===== src/rtl/gpio_wb_arbiter.sv =====
// ---------------------------------------------------------------------------
// gpio_wb_arbiter
//
// Purpose:
//   Round-robin arbiter that lets two Wishbone masters share one 8-bit GPIO
//   Wishbone slave. One master is granted at a time. The arbiter muxes
//   adr/dat/we/cyc/stb from the granted master to the slave. The slave ack
//   goes back to the granted master only. When the other master is waiting,
//   a grant is released after max_burst acks. There is always at least one
//   IDLE cycle between two grants.
//
// Optional feature (macro GPIO_WB_ARB_TIMEOUT_EN):
//   A strobe that is not acked within timeout_cycles cycles is aborted. The
//   granted master sees a one-cycle err, and the arbiter returns to IDLE.
//   When the macro is undefined, m0_err_o and m1_err_o are tied to 0.
//
// Ports:
//   wb_clk, wb_rst            clock, synchronous active-high reset
//   m0_* / m1_*               master-side Wishbone (adr, dat, we, cyc, stb in;
//                             ack, err, dat out)
//   s_*                       slave-side Wishbone (adr, dat, we, cyc, stb out;
//                             ack, dat in)
//   state_dbg                 current arbiter state (IDLE=0, GNT0=1, GNT1=2)
//
// Handshake:
//   A master owns a transfer while cyc & stb are high. The transfer completes
//   in the cycle where its ack is high. Read data on mX_dat_o is valid only
//   in that ack cycle. The slave acks for exactly one cycle per transfer.
// ---------------------------------------------------------------------------
module gpio_wb_arbiter #(
  parameter int wb_adr_width   = 4,
  parameter int wb_dat_width   = 8,
  parameter int max_burst      = 4,
  parameter int timeout_cycles = 16
) (
  input  logic                    wb_clk,
  input  logic                    wb_rst,
  input  logic [wb_adr_width-1:0] m0_adr_i,
  input  logic [wb_dat_width-1:0] m0_dat_i,
  input  logic                    m0_we_i,
  input  logic                    m0_cyc_i,
  input  logic                    m0_stb_i,
  output logic                    m0_ack_o,
  output logic                    m0_err_o,
  output logic [wb_dat_width-1:0] m0_dat_o,
  input  logic [wb_adr_width-1:0] m1_adr_i,
  input  logic [wb_dat_width-1:0] m1_dat_i,
  input  logic                    m1_we_i,
  input  logic                    m1_cyc_i,
  input  logic                    m1_stb_i,
  output logic                    m1_ack_o,
  output logic                    m1_err_o,
  output logic [wb_dat_width-1:0] m1_dat_o,
  output logic [wb_adr_width-1:0] s_adr_o,
  output logic [wb_dat_width-1:0] s_dat_o,
  output logic                    s_we_o,
  output logic                    s_cyc_o,
  output logic                    s_stb_o,
  input  logic                    s_ack_i,
  input  logic [wb_dat_width-1:0] s_dat_i,
  output logic [1:0]              state_dbg
);

  typedef enum logic [1:0] {
    IDLE = 2'd0,
    GNT0 = 2'd1,
    GNT1 = 2'd2
  } state_t;

  localparam logic [8:0] burst_lim = 9'(max_burst);

  state_t     state;
  state_t     state_nxt;
  logic       last_grant;   // 0: master 0 was granted last, 1: master 1
  logic [7:0] burst_cnt;

  // Signals of the granted master. They are all zero in IDLE and in reset.
  logic                    cur_cyc;
  logic                    cur_stb;
  logic                    cur_we;
  logic [wb_adr_width-1:0] cur_adr;
  logic [wb_dat_width-1:0] cur_dat;
  logic                    oth_cyc;
  logic                    req_stb;
  logic                    burst_hit;
  logic                    expire;

`ifdef GPIO_WB_ARB_TIMEOUT_EN
  logic [7:0] to_cnt;
`endif

  assign state_dbg = state;

  // Select the granted master. Reset forces everything to zero, so a
  // transfer that is in flight during reset is dropped without ack or err.
  always_comb begin
    cur_cyc = 1'b0;
    cur_stb = 1'b0;
    cur_we  = 1'b0;
    cur_adr = '0;
    cur_dat = '0;
    oth_cyc = 1'b0;
    if (!wb_rst) begin
      case (state)
        GNT0: begin
          cur_cyc = m0_cyc_i;
          cur_stb = m0_stb_i;
          cur_we  = m0_we_i;
          cur_adr = m0_adr_i;
          cur_dat = m0_dat_i;
          oth_cyc = m1_cyc_i;
        end
        GNT1: begin
          cur_cyc = m1_cyc_i;
          cur_stb = m1_stb_i;
          cur_we  = m1_we_i;
          cur_adr = m1_adr_i;
          cur_dat = m1_dat_i;
          oth_cyc = m0_cyc_i;
        end
        default: ;
      endcase
    end
  end

  assign req_stb = cur_cyc & cur_stb;

  // A forced release happens only on the ack that completes the
  // max_burst-th transfer, so a transfer is never cut in half.
  assign burst_hit = s_ack_i & oth_cyc & (({1'b0, burst_cnt} + 9'd1) >= burst_lim);

`ifdef GPIO_WB_ARB_TIMEOUT_EN
  // If an ack arrives in the expiry cycle, the ack takes priority.
  assign expire = req_stb & ~s_ack_i & (to_cnt == 8'(timeout_cycles - 1));
`else
  assign expire = 1'b0;
`endif

  // Slave-side and master-side outputs.
  always_comb begin
    s_cyc_o  = cur_cyc & ~expire;
    s_stb_o  = req_stb & ~expire;
    s_we_o   = cur_we;
    s_adr_o  = cur_adr;
    s_dat_o  = cur_dat;
    m0_ack_o = ~wb_rst & (state == GNT0) & s_ack_i;
    m1_ack_o = ~wb_rst & (state == GNT1) & s_ack_i;
    m0_err_o = ~wb_rst & (state == GNT0) & expire;
    m1_err_o = ~wb_rst & (state == GNT1) & expire;
    m0_dat_o = s_dat_i;
    m1_dat_o = s_dat_i;
  end

  // Next-state logic.
  always_comb begin
    state_nxt = state;
    case (state)
      IDLE: begin
        if (m0_cyc_i && m1_cyc_i) begin
          state_nxt = last_grant ? GNT0 : GNT1;
        end else if (m0_cyc_i) begin
          state_nxt = GNT0;
        end else if (m1_cyc_i) begin
          state_nxt = GNT1;
        end
      end
      GNT0, GNT1: begin
        if (!cur_cyc || burst_hit || expire) begin
          state_nxt = IDLE;
        end
      end
      default: state_nxt = IDLE;
    endcase
  end

  // State register and per-grant counters. The counters are cleared while
  // in IDLE, so every grant starts from zero.
  always_ff @(posedge wb_clk) begin
    if (wb_rst) begin
      state      <= IDLE;
      last_grant <= 1'b1;
      burst_cnt  <= 8'd0;
`ifdef GPIO_WB_ARB_TIMEOUT_EN
      to_cnt     <= 8'd0;
`endif
    end else begin
      state <= state_nxt;
      if (state == IDLE) begin
        if (state_nxt == GNT0) begin
          last_grant <= 1'b0;
        end else if (state_nxt == GNT1) begin
          last_grant <= 1'b1;
        end
        burst_cnt <= 8'd0;
`ifdef GPIO_WB_ARB_TIMEOUT_EN
        to_cnt    <= 8'd0;
`endif
      end else begin
        if (s_ack_i && (burst_cnt != 8'hFF)) begin
          burst_cnt <= burst_cnt + 8'd1;
        end
`ifdef GPIO_WB_ARB_TIMEOUT_EN
        if (s_ack_i) begin
          to_cnt <= 8'd0;
        end else if (req_stb) begin
          to_cnt <= to_cnt + 8'd1;
        end
`endif
      end
    end
  end

endmodule


===== config.mk =====
export PLATFORM = sky130hd
export DESIGN_NAME = gpio_wb_arbiter
export DESIGN_NICKNAME = d
export VERILOG_FILES = /design/src/rtl/gpio_wb_arbiter.sv
export SDC_FILE = /design/constraint.sdc
export NUM_CORES = 1
export LEC_CHECK = 0
export CORE_MARGIN = 2
export CORE_UTILIZATION = 65
export CTS_BUF_LIST = sky130_fd_sc_hd__clkbuf_8
export CTS_CLUSTER_SIZE = 20
export DETAILED_ROUTE_END_ITERATION = 8
export DONT_BUFFER_PORTS = 1
export GPL_TIMING_DRIVEN = 1
export PLACE_DENSITY = 0.8
export SYNTH_ARGS = -nofsm -noshare
export SYNTH_HDL_FRONTEND = slang
export SYNTH_SLANG_ARGS = --single-unit
export TNS_END_PERCENT = 50

===== constraint.sdc =====
create_clock -name wb_clk -period 5.2 [get_ports wb_clk]
set_input_delay 1.04 -clock wb_clk [delete_from_list [all_inputs] [get_ports wb_clk]]
set_output_delay 1.04 -clock wb_clk [all_outputs]
set_load 0.02 [all_outputs]

### Yosys cells after proc, flatten, opt, wreduce, memory -nomap -nowiden

Index checks and enable logic that the tools add are counted.

* bitwise operators: 8
* eq/ne operators: 5
* add/sub/neg operators: 2
* magnitude comparators: 1
* reduce and logical (&&, ||, !) cells: 9
* muxes and demuxes: 20

Operators with widths (number)
* $pmux 8 s2: 1
* $mux 2: 5
* $add 8x1->9 const B: 1
* $ge 9x3->1 const B: 1
* $add 8x1->8 const B: 1
* $mux 8: 1
* $ne 8x8->1 const B: 1
* $pmux 1 s2: 4
* $pmux 4 s2: 1
* $and 1x1->1: 7
* $mux 1: 6
* $eq 2x1->1 const B: 2
* $eq 2x2->1 const B: 2
* $mux 4: 1
* $pmux 2 s2: 1
* $reduce_or 2->1: 2
* $logic_and 1x1->1: 2
* $logic_not 2->1: 1
* $reduce_and 2->1: 1
* $reduce_bool 2->1: 1
* $logic_not 1->1: 1
* $logic_or 1x1->1: 1
* $not 1->1: 1

* output and inout port bits: 37
* flip-flop bits (word level): 11
* logic and storage cells: 48

### Longest topological paths before layout

* word-level depth: 11
* depth in mapped cells: 11
* depth with buffers taken out: 10

### Least setup slack after synthesis

Ideal clock, no wire load.

* kind: input-to-reg
* from: input wb_rst
* to: register last_grant
* arrival time: 2794 ps
* path buffers: 0
* slack: 2286 ps
* stages: 7
* setup time: 120 ps
* path through: nand2b_1 -> or2_2 -> a2111o_1 -> o22a_1 -> ha_1 -> nand2b_1 -> a211o_1

* longest elaborated chain between the ends: 9
* elaborated cells on any way between the ends: 13
* those cells by class: eq/ne (2); mux (5); bitwise (2); reduce/logical (4)

RTL lines
* start: declaration: line 37 `input logic wb_rst,`
* $mux 1: line 103 `if (!wb_rst) begin`
* $and 1x1->1 (2 in a row): line 130 `assign burst_hit = s_ack_i & oth_cyc & (({1'b0, burst_cnt} + 9'd1) >= burst_lim);`
* $logic_or 1x1->1: line 168 `if (!cur_cyc || burst_hit || expire) begin`
* $mux 2: line 168
* $pmux 2 s2: line 157 `case (state)`
* $eq 2x1->1 / $eq 2x2->1 (equally long branches): line 189, 191
* $reduce_bool 2->1 (no source line)
* $reduce_and 2->1 (no source line)
* end signal: assignment: line 181 `last_grant <= 1'b1;`
* end signal: assignment: line 190 `last_grant <= 1'b0;`
* end signal: assignment: line 192 `last_grant <= 1'b1;`
* end: declaration: line 74 `logic last_grant;`

Several ways; a longest one is shown, not always the timed one.
A chain may end at the register's enable or synchronous reset.

### Worst setup path in the final report

* from: register state[1], in the netlist state_dbg[1]
* to: output s_stb_o

* longest elaborated chain between the ends: 4
* elaborated cells on any way between the ends: 7
* those cells by class: eq/ne (2); mux (4); bitwise (1)

RTL lines
* start: declaration: line 72 `state_t state;`
* start signal: assignment: line 187 `state <= state_nxt;`
* $eq 2x2->1 / $eq 2x1->1 (equally long branches): line 104 `case (state)`
* $pmux 1 s2: line 104
* $mux 1: line 103
* $and 1x1->1 *: line 126 `assign req_stb = cur_cyc & cur_stb;`
* end: declaration: line 58 `output logic s_stb_o,`

Mark *: on every way between the ends. The rest lies on a longest branch, timed or not.

==> metrics <==
status completed; Max VDD drop 0.130 mV; Die Width 44.5 µm; number of flops mapped to enable cells by yosys 0; minimum clock period 3.31 ns; reg2reg start state_dbg[1]; H-tree depth 1; share of layout cells above drive strength 1 4.88%; Residual DRC 0; Post-CTS Setup Bufs 0; Worst Path Required 4.16 ns; Max Slew Vio Count 0; Top Layer Used met4; CTS tree yes; vias per cell 7.12; Reg2Reg Depth 9; final hold vios 0; # diodes 0; die area 0.00198 mm²; Die H 44.5 µm; final core occ roughly 64%; gr ovfl total 0; first-pass iteration count of the detailed router 4; I/O pin cnt slightly below 80; P per Cell Area 308 mW/mm²; Hold Crit Class register to register; routed wl met3 245 µm; Starting Density 70.1%; Clock Path Buffers 2; Inserted Clock Buffers 3; Layout Cells excl Fill ~140; vias post-DR 989; Nets 172; kind of critical path register to output pin; count leader, synth nor2_1; Fmax 302 MHz; Met2 Wirelength 1.29 mm; Crit-path slowest cell dfxtp_1; Hold Path End last_grant; IO buf count 0; DRT iter0 DRCs 48; overall power 0.300 mW; Post-DRT Antenna Nets 0; CP arrival 2.27 ns; worst hold start last_grant; synthesized area per cell 7.47 µm²; sequential area share after synthesis 20.6%; Startpoint Class register; Setup violations, final 0; DR WL/cell around 18 µm; Hold Path Stages 1; Seq cells post-synth 11; vias in the first global route ~840; Worst Tran Pin Value 0.529 ns; worst skew pair latency 0.25 ns; Ys Warns 0; Reg clk slew, reported paths 0.06 ns; hold-fix buffer count after cts 0; final period utilization 63.6%; Primary FF master, synth dfxtp_1; leakage power 0.348 nW; DRT met1 WL 941 µm; Post-Synthesis Cells ~140; WL final 2.52 mm; Relative slew margins 64.8%; hpwl dp 1.88 mm; CP max FO 15; clk_skew between 0.009 and 0.01 ns; CTS Sinks 11; top cell type by total area after synthesis dfxtp_1; first-pass GRT wire length 3.79 mm; Setup crit end kind output pin; synth cell count leaders 23 x nor2_1, 18 x buf_4, 17 x a22oi_1; CTS resizes 0; capturing point of the worst reg2reg path last_grant; Inst Count DP 135; largest net degree at the start of global routing 18; post-synth cell types 38; Cell Rows 14; RSZ-0062 raised after global routing no; max-cap viol count 0; synthesized area 0.00107 mm²; critical-path cell list inv_1 > ha_1 > nand2b_1 > or2_2 > nor2_1; GRT Total Usage 25.9%; initial antenna violation count 0; core box area 0.00152 mm²; Async SR Flop Fraction 0%; Worst R2R Setup Slack ~2.1 ns; Root Driver clkbuf_8; crit-path max cell delay approximately 0.54 ns; layout overhead on the synthesized area -8.78%; Hold WS 0.496 ns; post-synth top area share 20.6%; Area contributors post-synth dfxtp_1 21%, buf_4 13%, a22oi_1 12%; RePlAce Congestion a little over 0.8; setup_tns 0 ns
placed cells by master, fill, tap and decap left out:
master and instances:
dfxtp_1 11, or4_2 1, o211ai_1 2, a22o_1 1
a21oi_1 2, a31oi_1 1, nor3_1 5, nor4_1 1
nand2_1 3, a2111o_1 1, nand2b_1 2, o2bb2ai_1 1
o32ai_1 2, inv_1 5, nor2_1 23, a211oi_1 1
nand3_1 4, or4b_1 1, o21ai_0 5, clkbuf_8 3
o31ai_1 1, a22oi_1 17, and2_1 2, a211o_1 3
o22ai_1 1, conb_1 2, xor2_1 3, nand4_1 3
mux2i_1 1, or2_2 2, o22a_1 1, ha_1 7
o21ai_1 1, and4_1 1, nor2b_1 1, and3_1 2
flip-flops by register name, summed over array words and instances, names as in the netlist:
register / flops
state_dbg: 2
burst_cnt: 8
last_grant: 1
cell families after synthesis:
group,share of synthesized area (%)
AND/OR/NAND/NOR,23.5
XOR/XNOR,2.46
flip-flops,20.6
multiplexers,0.937
other,0.351
AO/OA/AOI/OAI,27.3
buffers and inverters,16.6
adder cells (fa/ha/maj),8.20
report_power, final:
part	switching (mW)	internal, mW
clock	0.0365	0.0521
sequential	0.0137	0.0922
combinational	0.0660	0.0394
final cells by class:
cell class / count / area (µm²)
multi-input cells: 104 / 674
clock buffers: 3 / 41.3
fillers: 128 / 549
flip-flops and latches: 11 / 220
inverters: 4 / 15.0
well taps: 16 / 20.0
clock inverters: 1 / 3.75
metal layers:
metal	vias to the layer above	GRT usage [%]
met5	-	0
met3	7	3.27
met2	71	46.1
li1	464	-
met4	0	13.9
met1	447	29.5
through the flow:
| step | area, µm² | setup slack, ns |
|---|---|---|
| 2_1_floorplan | 1070 | 2.29 |
| 3_3_place_gp | 930 | 2.06 |
| 3_5_place_dp | 930 | 2.00 |
| 4_1_cts | 975 | 1.90 |
| 5_1_grt | 975 | 1.71 |
| 6_report | 975 | 1.89 |
critical path: cells and delay by family (launching register included):
| kind | cells | cell delay [ns] |
|---|---|---|
| fa+ha+maj | 1 | 0.31 |
| flops | 1 | 0.54 |
| simple gates | 3 | 1.02 |
| buf+inv | 1 | 0.14 |
worst max path at each step:
stage                       startpoint         end  slack (ns)  depth (start not counted)
final                     state_dbg[1]     s_stb_o        1.89                          5
after global routing      state_dbg[0]     s_stb_o        1.71                          5
after CTS                 state_dbg[0]     s_stb_o        1.90                          5
after detailed placement        wb_rst  last_grant        2.00                          7
after global placement          wb_rst  last_grant        2.06                          7
after floorplan                 wb_rst  last_grant        2.29                          7
Note: power is estimated with default switching activity, not from simulation.
